$ cat config.mk
export PLATFORM = sky130hd
export DESIGN_NAME = uart_tx_cfg
export DESIGN_NICKNAME = d
export VERILOG_FILES = /design/src/rtl/uart_pkg.sv /design/src/rtl/uart_bit_timer.sv /design/src/rtl/uart_tx_cfg.sv
export SDC_FILE = /design/constraint.sdc
export NUM_CORES = 1
export LEC_CHECK = 0
export CORE_MARGIN = 2
export CORE_UTILIZATION = 45
export DETAILED_ROUTE_END_ITERATION = 10
export HOLD_SLACK_MARGIN = 0.12
export PLACE_DENSITY = 0.75
export SLEW_MARGIN = 20
export SYNTH_ARGS = -nofsm -noshare
export SYNTH_HDL_FRONTEND = slang
export SYNTH_SLANG_ARGS = --single-unit
$ cat constraint.sdc
create_clock -name i_Clock -period 4.5 [get_ports i_Clock]
set_input_delay 0.9 -clock i_Clock [delete_from_list [all_inputs] [get_ports i_Clock]]
set_output_delay 0.9 -clock i_Clock [all_outputs]
set_load 0.02 [all_outputs]
$ cat src/rtl/uart_pkg.sv
// Shared constants and state encoding for the configurable UART blocks.
package uart_pkg;

  localparam logic [1:0] PAR_NONE = 2'b00;
  localparam logic [1:0] PAR_EVEN = 2'b01;
  localparam logic [1:0] PAR_ODD  = 2'b10;

  localparam int unsigned MIN_DIV = 2;

  typedef enum logic [2:0] {
    IDLE,
    START,
    DATA,
    PARITY,
    STOP,
    BREAK,
    MAB
  } tx_state_e;

endpackage

$ cat src/rtl/uart_bit_timer.sv
// Bit-period timer: captures a clocks-per-bit value on load and strobes bit_end every D clocks.
module uart_bit_timer
  import uart_pkg::*;
#(
  parameter int unsigned DIV_WIDTH = 16
) (
  input  logic                 clk,
  input  logic                 rst_n,
  input  logic                 load,
  input  logic [DIV_WIDTH-1:0] div,
  input  logic                 en,
  output logic                 bit_end
);

  logic [DIV_WIDTH-1:0] d_q;
  logic [DIV_WIDTH-1:0] cnt_q;

  always_ff @(posedge clk or negedge rst_n) begin
    if (!rst_n) begin
      d_q   <= DIV_WIDTH'(MIN_DIV);
      cnt_q <= '0;
    end else if (load) begin
      // Divisors below the minimum would make a bit shorter than two clocks.
      d_q   <= (div < DIV_WIDTH'(MIN_DIV)) ? DIV_WIDTH'(MIN_DIV) : div;
      cnt_q <= '0;
    end else if (en) begin
      cnt_q <= bit_end ? '0 : cnt_q + DIV_WIDTH'(1);
    end else begin
      cnt_q <= '0;
    end
  end

  assign bit_end = en && (cnt_q == d_q - DIV_WIDTH'(1));

endmodule

$ cat src/rtl/uart_tx_cfg.sv
// Configurable UART transmitter with ready/valid input and runtime divisor.
// Optional line-break generation is enabled by defining UART_TX_CFG_BREAK_EN.
module uart_tx_cfg
  import uart_pkg::*;
#(
  parameter int unsigned DATA_BITS   = 8,
  parameter int unsigned DIV_WIDTH   = 16,
  parameter int unsigned DEFAULT_DIV = 217
) (
  input  logic                 i_Clock,
  input  logic                 i_Reset_n,
  input  logic                 i_TX_Valid,
  output logic                 o_TX_Ready,
  input  logic [DATA_BITS-1:0] i_TX_Data,
  input  logic [1:0]           i_Parity_Mode,
  input  logic                 i_Two_Stop,
  input  logic [DIV_WIDTH-1:0] i_Div,
  input  logic                 i_Div_Load,
  input  logic                 i_Break,
  output logic                 o_TX_Serial,
  output logic                 o_TX_Active,
  output logic                 o_TX_Done
);

  localparam int unsigned CntW = 4;

  tx_state_e            state_q, state_d;
  logic [CntW-1:0]      bit_cnt_q, bit_cnt_d;
  logic [DATA_BITS-1:0] sreg_q, sreg_d;
  logic [DIV_WIDTH-1:0] div_q;
  logic                 par_en_q, par_bit_q, two_stop_q;
  logic                 serial_q, serial_d;
  logic                 done_q, done_d;
  logic                 bit_end, timer_load, timer_en;
  logic                 brk, accept;

`ifdef UART_TX_CFG_BREAK_EN
  assign brk = i_Break;
`else
  logic unused_break;
  assign brk          = 1'b0;
  assign unused_break = i_Break;
`endif

  assign o_TX_Ready  = (state_q == IDLE) && !brk;
  assign accept      = i_TX_Valid && o_TX_Ready;
  assign o_TX_Active = (state_q == START) || (state_q == DATA) ||
                       (state_q == PARITY) || (state_q == STOP);
  assign o_TX_Serial = serial_q;
  assign o_TX_Done   = done_q;
  assign timer_en    = (state_q != IDLE) && (state_q != BREAK);

  uart_bit_timer #(
    .DIV_WIDTH(DIV_WIDTH)
  ) u_timer (
    .clk    (i_Clock),
    .rst_n  (i_Reset_n),
    .load   (timer_load),
    .div    (div_q),
    .en     (timer_en),
    .bit_end(bit_end)
  );

  always_ff @(posedge i_Clock or negedge i_Reset_n) begin
    if (!i_Reset_n) begin
      state_q    <= IDLE;
      bit_cnt_q  <= '0;
      sreg_q     <= '0;
      div_q      <= DIV_WIDTH'(DEFAULT_DIV);
      par_en_q   <= 1'b0;
      par_bit_q  <= 1'b0;
      two_stop_q <= 1'b0;
      serial_q   <= 1'b1;
      done_q     <= 1'b0;
    end else begin
      state_q   <= state_d;
      bit_cnt_q <= bit_cnt_d;
      sreg_q    <= sreg_d;
      serial_q  <= serial_d;
      done_q    <= done_d;
      if (i_Div_Load) div_q <= i_Div;
      // Frame format is frozen at accept so mid-frame changes only hit the next word.
      if (accept) begin
        par_en_q   <= (i_Parity_Mode == PAR_EVEN) || (i_Parity_Mode == PAR_ODD);
        par_bit_q  <= (^i_TX_Data) ^ (i_Parity_Mode == PAR_ODD);
        two_stop_q <= i_Two_Stop;
      end
    end
  end

  always_comb begin
    state_d    = state_q;
    bit_cnt_d  = bit_cnt_q;
    sreg_d     = sreg_q;
    timer_load = 1'b0;
    case (state_q)
      IDLE: begin
        if (brk) begin
          state_d = BREAK;
        end else if (accept) begin
          state_d    = START;
          sreg_d     = i_TX_Data;
          timer_load = 1'b1;
        end
      end
      START: begin
        if (bit_end) begin
          state_d   = DATA;
          bit_cnt_d = '0;
        end
      end
      DATA: begin
        if (bit_end) begin
          sreg_d = sreg_q >> 1;
          if (bit_cnt_q == CntW'(DATA_BITS - 1)) begin
            state_d   = par_en_q ? PARITY : STOP;
            bit_cnt_d = '0;
          end else begin
            bit_cnt_d = bit_cnt_q + CntW'(1);
          end
        end
      end
      PARITY: begin
        if (bit_end) begin
          state_d   = STOP;
          bit_cnt_d = '0;
        end
      end
      STOP: begin
        if (bit_end) begin
          if (bit_cnt_q == {{(CntW-1){1'b0}}, two_stop_q}) begin
            state_d   = IDLE;
            bit_cnt_d = '0;
          end else begin
            bit_cnt_d = bit_cnt_q + CntW'(1);
          end
        end
      end
`ifdef UART_TX_CFG_BREAK_EN
      BREAK: begin
        if (!brk) begin
          state_d    = MAB;
          timer_load = 1'b1;
        end
      end
      MAB: begin
        if (bit_end) state_d = IDLE;
      end
`endif
      default: state_d = IDLE;
    endcase
  end

  // Line level is derived from the next state so the output stays registered.
  always_comb begin
    serial_d = 1'b1;
    case (state_d)
      START, BREAK: serial_d = 1'b0;
      DATA:         serial_d = sreg_d[0];
      PARITY:       serial_d = par_bit_q;
      default:      serial_d = 1'b1;
    endcase
    done_d = (state_q == STOP) && (state_d == IDLE);
  end

endmodule

==> run metrics <==
result of the run completed; clock-pin slew reported for the worst setup and hold paths after clock tree synthesis 90 ps; Min-Delay Endpoint sreg_q[4]; met1 track demand over resource 25.76%; fraction of synthesis flops using an asynchronous set or reset pin 100.0%; leakage component of the power 2.034 nW; Gate Count Post-Synth 398; post-route ant nets 0; Top-Level Pins 36; highest clock frequency the design can meet 277.7 MHz; GR Util met3 3.994%; area of the placeable core 8175 sq um; Data arrival, critical path 3850 ps; worst slew pin tran 903.0 ps; overall die area 9175 sq um; library cell used as clock root buffer sky130_fd_sc_hd__clkbuf_8; synth unique cells 60; total DRC errors in the routed layout 0; power per cell area 311.2 nW/um^2; source-to-sink clock delay at the later pin of the worst-skew pair 350 ps; Final Non-Filler Cells 537; element type at the critical path end flop; placed wire-length estimate 5.694 mm; peak supply drop 0.0002172 V; number of setup violations in the final report 0; startpoint of the most critical hold path sreg_q[4]; sum of overflow across all layers after global routing 0; CTS tree done; Avg Synthesized Cell Area 9.525 sq um; buffer count from post-CTS setup fixing 0; reg-to-reg setup timing slack 900 ps; layout overhead on the synthesized area 17.52%; via density per instance 5.607; clock skew 16.31 ps; Resized cells post-CTS 0; Die Height 95.79 um; routability-driven placement congestion ratio 0.8736; worst reg2reg path startpoint u_timer.d_q[0]; worst hold path depth 1; number of synthesized flops with an enable pin 0; Total Neg Setup Slack 0 ps; width of the chip 95.79 um; worst reg2reg endpoint sreg_q[6]; number of global-route vias before repair 2902; portion of the clock cycle consumed by the worst path in the final layout 80.03%; final wirelength 7.878 mm; Netlist Area Pre-Place 3791 sq um; CP required 4750 ps; antenna diode count 0; routed length per placed instance 14.67 um; iteration-0 DRC count of the detailed router 195; number of buffers inserted by hold repair at cts 0; via count of the routed design 3011; Initial Utilization 46.37%; Cell Count Post-Placement 521; total global routing track utilization 19.25%; first-pass iteration count of the detailed router 4; Worst Path Max Fanout 8; total clock sinks 68; proportion of layout cells with a drive suffix above 1 12.73%; Max H-tree Level 3; Inserted Clock Buffers 9; unrepaired setup endpoints after global routing false; sequential cell area fraction in the yosys report 45.12%; Max-Slew Margin vs Limit 38.95%; classification of the worst setup path reg -> reg; port buffer count 34; CTS Buffer Depth 2; final-layout worst hold slack 484.6 ps; largest net degree at the start of global routing 37; worst hold path class reg -> reg; Final Hold Violating Endpoints 0; min cycle time layout 3601 ps; commonest register cell after synthesis sky130_fd_sc_hd__dfrtp_1; count of nets after finishing 463; most used routing layer in global routing met2; CP Launch Type flop; Max-Cap Viols 0; number of cells on the worst reg-to-reg path 9; met2 routing resource usage after global routing 31.47%; Syn Nets 434; antenna violations before repair 0; global-route wire length before repair 13.71 mm; final number of max-transition violations 0; total of warnings raised by yosys 0; number of rows in the core area 33; total of flip-flops plus latches after synthesis 68
==> report_power, final <==
part           total [mW]  switching, mW  internal, mW
Clock               0.672          0.245         0.426
Sequential          0.640         0.0112         0.629
Combinational      0.0750         0.0293        0.0458
Total                1.39          0.286          1.10
==> cell type report <==
type / count / area [sq um]
tap: 105 / 131.4
inverter: 9 / 33.78
clock inverter: 6 / 137.6
fill: 725 / 3720
sequential: 68 / 1710
multi-input combinational: 303 / 1964
clock buffer: 10 / 127.6
timing repair buffer: 36 / 350.3
==> flip-flops by register name (all words and copies together), names as in the netlist, 3 cells and up <==
| signal | flops |
|---|---|
| u_timer.d_q | 16 |
| sreg_q | 8 |
| u_timer.cnt_q | 16 |
| bit_cnt_q | 4 |
| state_q | 3 |
| div_q | 16 |
==> worst max-delay path by stage <==
stage	endpoint	slack (ps)	start	cells past startpoint
2_1_floorplan	o_TX_Serial	1410	u_timer.d_q[0]	10
3_3_place_gp	sreg_q[5]	960	u_timer.d_q[0]	9
3_5_place_dp	sreg_q[5]	920	u_timer.d_q[0]	9
4_1_cts	sreg_q[6]	890	u_timer.d_q[0]	9
5_1_grt	sreg_q[3]	490	u_timer.d_q[0]	9
6_report	sreg_q[6]	900	u_timer.d_q[0]	9
==> cells in the final DEF, fill, tap and decap left out, drive strengths merged, types with 4 or more instances in the layout <==
| cell type | n |
|---|---|
| a21o | 9 |
| a21oi | 7 |
| a22o | 7 |
| and3 | 5 |
| bufinv | 4 |
| clkbuf | 10 |
| clkdlybuf4s50 | 33 |
| dfrtp | 61 |
| dfstp | 7 |
| ha | 4 |
| inv | 9 |
| mux2 | 16 |
| nand2 | 61 |
| nand2b | 4 |
| nand3 | 16 |
| nand4 | 7 |
| nor2 | 37 |
| nor2b | 4 |
| nor3 | 15 |
| nor4 | 8 |
| nor4b | 5 |
| o21ai | 12 |
| or3 | 4 |
| or4 | 4 |
| xnor2 | 25 |
| xor2 | 15 |
==> cell families after synthesis <==
family                   after synthesis  share of synthesized area, %
AO/OA/AOI/OAI                         59                         11.39
XOR/XNOR                              40                         9.241
adder cells (fa/ha/maj)                4                         1.320
buffers and inverters                 27                         3.069
flip-flops                            68                         45.12
multiplexers                          17                         5.016
AND/OR/NAND/NOR                      183                         24.85
==> cell usage after synthesis, types with 2 or more instances <==
cell | count | share of area (%)
sky130_fd_sc_hd__a2111oi_0 | 2 | 0.46
sky130_fd_sc_hd__a21o_1 | 9 | 1.8
sky130_fd_sc_hd__a21oi_1 | 7 | 0.92
sky130_fd_sc_hd__a22o_1 | 7 | 1.6
sky130_fd_sc_hd__a22oi_1 | 2 | 0.40
sky130_fd_sc_hd__a2bb2oi_1 | 2 | 0.46
sky130_fd_sc_hd__and3_1 | 5 | 0.83
sky130_fd_sc_hd__buf_1 | 2 | 0.20
sky130_fd_sc_hd__buf_2 | 5 | 0.66
sky130_fd_sc_hd__clkbuf_1 | 9 | 0.89
sky130_fd_sc_hd__dfrtp_1 | 61 | 40
sky130_fd_sc_hd__dfstp_2 | 7 | 4.9
sky130_fd_sc_hd__ha_1 | 4 | 1.3
sky130_fd_sc_hd__inv_1 | 9 | 0.89
sky130_fd_sc_hd__mux2_2 | 16 | 4.8
sky130_fd_sc_hd__nand2_1 | 61 | 6.0
sky130_fd_sc_hd__nand2b_1 | 4 | 0.66
sky130_fd_sc_hd__nand3_1 | 15 | 2.0
sky130_fd_sc_hd__nand3b_1 | 3 | 0.59
sky130_fd_sc_hd__nand4_1 | 7 | 1.2
sky130_fd_sc_hd__nor2_1 | 37 | 3.7
sky130_fd_sc_hd__nor2b_1 | 4 | 0.66
sky130_fd_sc_hd__nor3_1 | 14 | 1.8
sky130_fd_sc_hd__nor4_1 | 7 | 1.2
sky130_fd_sc_hd__nor4b_1 | 4 | 0.92
sky130_fd_sc_hd__o211ai_1 | 2 | 0.40
sky130_fd_sc_hd__o21a_1 | 3 | 0.59
sky130_fd_sc_hd__o21ai_0 | 11 | 1.5
sky130_fd_sc_hd__o31ai_1 | 2 | 0.40
sky130_fd_sc_hd__or2_2 | 3 | 0.50
sky130_fd_sc_hd__or3_1 | 4 | 0.66
sky130_fd_sc_hd__or4_1 | 3 | 0.59
sky130_fd_sc_hd__or4b_4 | 2 | 0.73
sky130_fd_sc_hd__xnor2_1 | 25 | 5.8
sky130_fd_sc_hd__xor2_1 | 15 | 3.5
==> stage by stage <==
step                      cell area [sq um]  power (mW)  utilization, %  setup WS [ps]
after floorplan                        3791      0.6813               -           1414
after global placement                 4190      0.7257           51.25          961.6
after detailed placement               4190      0.7284           51.25          915.7
after CTS                              4456       1.400           54.50          890.6
after global routing                   4456       1.436           54.50          491.7
final                                  4456       1.387           54.50          898.8
==> layer usage <==
metal,part of all wire (%),vias up,routed length (um)
met1,46,1448,3591
met4,1.4,0,114
met5,0,-,0
li1,-,1467,-
met2,49,83,3826
met3,4.4,13,345
==> critical path, cell delays in order, from the launching register on <==
cell,delay [ps]
sky130_fd_sc_hd__dfrtp_1,430
sky130_fd_sc_hd__inv_1,90
sky130_fd_sc_hd__ha_1,260
sky130_fd_sc_hd__nor4b_1,760
sky130_fd_sc_hd__xnor2_1,190
sky130_fd_sc_hd__a41oi_1,220
sky130_fd_sc_hd__or4b_4,610
sky130_fd_sc_hd__nor3_2,490
sky130_fd_sc_hd__nor2_1,220
sky130_fd_sc_hd__a21o_1,230
Note: power is estimated with default switching activity, not from simulation.
==> RTL change 1, RTL diff (same settings) <==
Set the localparam `CntW` to 5 (it was 4).
--- a/src/rtl/uart_tx_cfg.sv
+++ b/src/rtl/uart_tx_cfg.sv
@@ -23,5 +23,5 @@
 );
 
-  localparam int unsigned CntW = 4;
+  localparam int unsigned CntW = 5;
 
   tx_state_e            state_q, state_d;
Formal check against the unedited RTL: no difference found for any inputs over 10 cycles, from zero or initial values and one cycle with i_Reset_n low; that may be too few to reach the edited logic, so the function may still have changed.
==> RTL change 1 against the unedited design <==
  * Sequential cell count is 1 higher
  * Global-route usage is 1.1 points lower
  * Worst setup slack lost 140 ps
  * Synthesized area up 0.69%
  * Count of clock-buffer cells in the layout increased by 2
  * Final area is 0.56% lower
  * Wire length shrank 5.3%
  * Clock skew fell by 6.9 ps
  * Critical path type unchanged
Power is not compared: it rests on default switching activity, and its combinational part moved more than twofold at a synthesized area within 25%.
==> RTL change 1: results (changes against the unedited design) <==
- Outcome: finished, final reports clean
- Final WL: 7460 um (-5.3%)
- Max clock buf depth: 2 (unchanged)
- Final GP Congestion: 0.818 (-6.3%)
- Post-DP HPWL: 5470 um (-4.0%)
- Syn nets: 442 (+1.8%)
- Ys async rst share: 100% (unchanged)
- Synth area leaders: dfrtp_1 (41%), nand2_1 (6.7%), xnor2_1 (5.0%), dfstp_2 (4.8%), mux2_2 (4.7%)
- Vias in the first global route: 2893 (-0.31%)
- Rel. slew slack: 51.8% (+13 points)
- Placed inst area: 0.00422 mm^2 (+0.66%)
- YS warnings: 0 (unchanged)
- Register area share after synthesis: 45.5% (+0.34 points)
- Antenna Cells: 0 (unchanged)
- H-tree levels: 3 (unchanged)
- DP Worst Slack: 797 ps (-119 ps)
- Vias per Instance: 5.45 (-2.8%)
- Critical Path AT: 4000 ps (+150 ps)
- Fin nets: 472 (+1.9%)
- Hold Crit Class: in -> async
- Worst-skew pair later-pin latency: roughly 340 ps
- Clk pin slew, worst setup/hold paths: 70 ps (-20 ps)
- Top FF cell, synth: dfrtp_1
- Layout cell share with drive strength beyond 1: 10.9% (-1.8 points)
- Overall routing resource usage: 18.2% (-1.1 points)
- VDD IR max: 0.259 mV
- TritonCTS buffer count: 9 (unchanged)
- Crit-path max FO: 10 (+2)
- First-pass GRT wire length: 13100 um (-4.5%)
- Top flop regs: div_q: 16 flops, u_timer.cnt_q: 16 flops, u_timer.d_q: 16 flops
- Clock Skews: 9.36 ps (-6.95 ps)
- Leak: just under 2 nW
- Synth cell types: 55 (-8.3%)
- Initial DRC count: 158 (-19%)
- Largest net degree at the start of global routing: 47 (+27%)
- Setup repair bufs after CTS: 0 (unchanged)
- Port-buffer cells: 34 (unchanged)
- Top cells by count, synth: nand2_1 (68), dfrtp_1 (62), nor2_1 (33)
- Initial antenna violation count: 0 (unchanged)
==> RTL change 1: cell count changes after synthesis, sizes merged, moves of 3 or more <==
| cell | before | now |
|---|---|---|
| nand4 | 7 | 2 |
| nand4b | 0 | 3 |
| o22ai | 0 | 5 |
| nor2 | 37 | 33 |
| mux2i | 1 | 5 |
| xnor2 | 25 | 22 |
| nor2b | 4 | 8 |
| clkbuf | 10 | 14 |
| nor4b | 5 | 0 |
| nand2 | 61 | 68 |
| buf | 8 | 5 |
==> RTL change 1: worst max-delay path, stage by stage (launching register included) <==
cell and delay, ps:
dfrtp_1 430, inv_1 90, ha_1 220, or3b_2 540
nor3_1 230, o2111ai_1 150, a221o_1 310, or4_1 710
nor3b_4 420, or4b_1 470, o21ai_0 90
==> RTL change 1: final cells by class <==
class / instances / area (um^2)
clock buffers: 12 / 145
clock inverters: 4 / 47.5
fillers: 710 / 3790
well taps: 105 / 131
inverters: 11 / 41.3
flip-flops and latches: 69 / 1740
multi-input cells: 307 / 1950
repair buffers: 38 / 378
==> RTL change 1: power breakdown <==
part	internal [W]	switching (W)	total (W)	leakage, nW
Clock	0.000270	0.000226	0.000496	0.0964
Sequential	0.000784	0.000188	0.000972	0.860
Combinational	0.000326	0.000330	0.000656	0.969
Total	0.00138	0.000744	0.00212	1.93
==> RTL change 1: stage by stage <==
step	cells	utilization, %
2_1_floorplan	406	-
3_3_place_gp	529	51.3
3_5_place_dp	529	51.3
4_1_cts	545	53.7
5_1_grt	546	53.9
6_report	546	53.9
==> RTL change 1: path summary, 6_finish.rpt <==
check                      cells past startpoint                  startpoint                         end  slack, ps
setup reg to reg                              10  u_timer.d_q[0]$_DFFE_PN0P_    bit_cnt_q[4]$_DFFE_PN0P_        760
min in group i_Clock                           1       sreg_q[4]$_DFFE_PN0P_       sreg_q[4]$_DFFE_PN0P_        480
hold reg to reg                                1       sreg_q[4]$_DFFE_PN0P_       sreg_q[4]$_DFFE_PN0P_        480
max in group asynchronous                      2                   i_Reset_n  u_timer.cnt_q[6]$_DFF_PN0_       3470
setup / recovery                              10  u_timer.d_q[0]$_DFFE_PN0P_    bit_cnt_q[4]$_DFFE_PN0P_        760
hold / removal                                 1                   i_Reset_n  u_timer.d_q[2]$_DFFE_PN0P_        430
==> RTL change 1: metal layers <==
layer	track usage [%]	wire length [um]	vias to the layer above
met4	5.71	81	0
met3	4.07	329	6
li1	-	-	1478
met5	0	0	-
met1	23.6	3490	1438
met2	30.3	3550	54
==> RTL change 1: cell families after synthesis <==
family / after synthesis / synth area share [%]
simple gates: 188 / 24.5
compound gates: 55 / 10.4
buf+inv: 30 / 3.41
flops: 69 / 45.5
mux: 21 / 6.03
xor+xnor: 39 / 8.95
fa+ha+maj: 4 / 1.31
==> RTL change 2, RTL diff (same settings) <==
Made on the original files. Compare `bit_cnt_q` against `CntW'(DATA_BITS - 1)` with >= in place of ==.
--- a/src/rtl/uart_tx_cfg.sv
+++ b/src/rtl/uart_tx_cfg.sv
@@ -113,5 +113,5 @@
         if (bit_end) begin
           sreg_d = sreg_q >> 1;
-          if (bit_cnt_q == CntW'(DATA_BITS - 1)) begin
+          if (bit_cnt_q >= CntW'(DATA_BITS - 1)) begin
             state_d   = par_en_q ? PARITY : STOP;
             bit_cnt_d = '0;
Behaviour: same outputs for any inputs over 10 cycles, from zero or initial values and one cycle with i_Reset_n low; that may be too few to reach the edited logic, so the function may still have changed.
==> RTL change 2 against the unedited design <==
  * Worst setup slack worse by 170 ps
  * Final area shrank 1.9%
  * Wire length decreased by 4.0%
  * Sequential cell count stayed put
  * Synthesized area shrank 0.43%
  * Hold slack improved by 16 ps
  * Via count fell by 2.5%
  * Critical endpoint unchanged
  * Clock skew is 2.8 ps lower
  * First-iteration DRC count down 22%
  * Critical path depth increased by 1
  * Die area down 0.41%
Power is not compared: it rests on default switching activity, and its combinational part moved more than twofold at a synthesized area within 25%.
==> RTL change 2: results (changes against the unedited design) <==
- Outcome: finished, final reports clean
- Worst Max-Slew Pin Slew: 913 ps (+10.1 ps)
- Vias per Instance: 5.53 (-1.4%)
- Post-DP HPWL: 5550 um (-2.6%)
- First-pass GRT wire length: 13000 um (-5.5%)
- Mux cell area share after synthesis: 5.04% (+0.022 points)
- Clock Skews: 13.5 ps (-2.84 ps)
- Worst Min Path Start: div_q[14]$_DFFE_PN0P_
- Overall routing resource usage: 18.0% (-1.2 points)
- Synth Area in XOR/XNOR: 9.51% (+0.27 points)
- Register area share after synthesis: 45.3% (+0.19 points)
- Synth area leaders: dfrtp_1 (40%), nand2_1 (5.7%), xnor2_1 (5.1%), dfstp_2 (4.9%), mux2_2 (4.8%)
- Syn nets: 429 (-1.2%)
- Hold Path End: u_timer.d_q[14]$_DFFE_PN0P_
- Synth cell types: 58 (-3.3%)
- Slowest stage cell, crit path: or4b_1
- Final WL: 7560 um (-4.0%)
- Fin nets: 457 (-1.3%)
- Hold_ws: 501 ps (+16.4 ps)
- Placed inst area: 0.00416 mm^2 (-0.78%)
- Initial antenna violation count: 0 (unchanged)
- Vias: 2937 (-2.5%)
- Largest net degree at the start of global routing: 44 (+19%)
- Critical Path AT: 4000 ps (+150 ps)
- Layout cell share with drive strength beyond 1: 12.9% (+0.18 points)
- Vias in the first global route: 2809 (-3.2%)
- Clk pin slew, worst setup/hold paths: 70 ps (-20 ps)
- Ys async rst share: 100% (unchanged)
- Post-synthesis adder-cell area fraction: 1.33% (+0.0057 points)
- Worst path max stage delay: 600 ps (-160 ps)
- Synth Area in Compound Gates: 11.4% (-0.017 points)
- Post-Syn Instances: 393 (-1.3%)
- Hold depth: 2 (+1)
- Dpl cells: 515 (-1.2%)
- Post-layout minimum cycle time: 3780 ps (+175 ps)
- Top cells by count, synth: dfrtp_1 (61), nand2_1 (57), nor2_1 (37)
- Final GP Congestion: 0.821 (-6.0%)
- DP Worst Slack: 776 ps (-140 ps)
- Initial DRC count: 153 (-22%)
- Crit-path max FO: 10 (+2)
- Reg2reg setup slack: 720 ps (-170 ps)
## RTL change 2: power by group through the flow
stage | logic, W | clock network [W] | registers, W
5_1_grt | 0.000738 | 0.000554 | 0.00102
2_1_floorplan | 0.000580 | 0 | 0.000916
4_1_cts | 0.000654 | 0.000534 | 0.000987
6_report | 0.000653 | 0.000522 | 0.000994
3_5_place_dp | 0.000649 | 0 | 0.000998
3_3_place_gp | 0.000623 | 0 | 0.000988
## RTL change 2: layout make-up
class                           count  area (um^2)
Multi-Input combinational cell    294         1920
Sequential cell                    68         1710
Clock inverter                      5         60.1
Fill cell                         733         3810
Inverter                           12         45.0
Clock buffer                       11          151
Timing Repair Buffer               36          350
Tap cell                          105          131
## RTL change 2: metal layers
metal	global-route usage, %	wire length (um)
met1	24.9	3580
met2	28.1	3530
met3	3.08	287
met4	7.50	156
met5	0	0
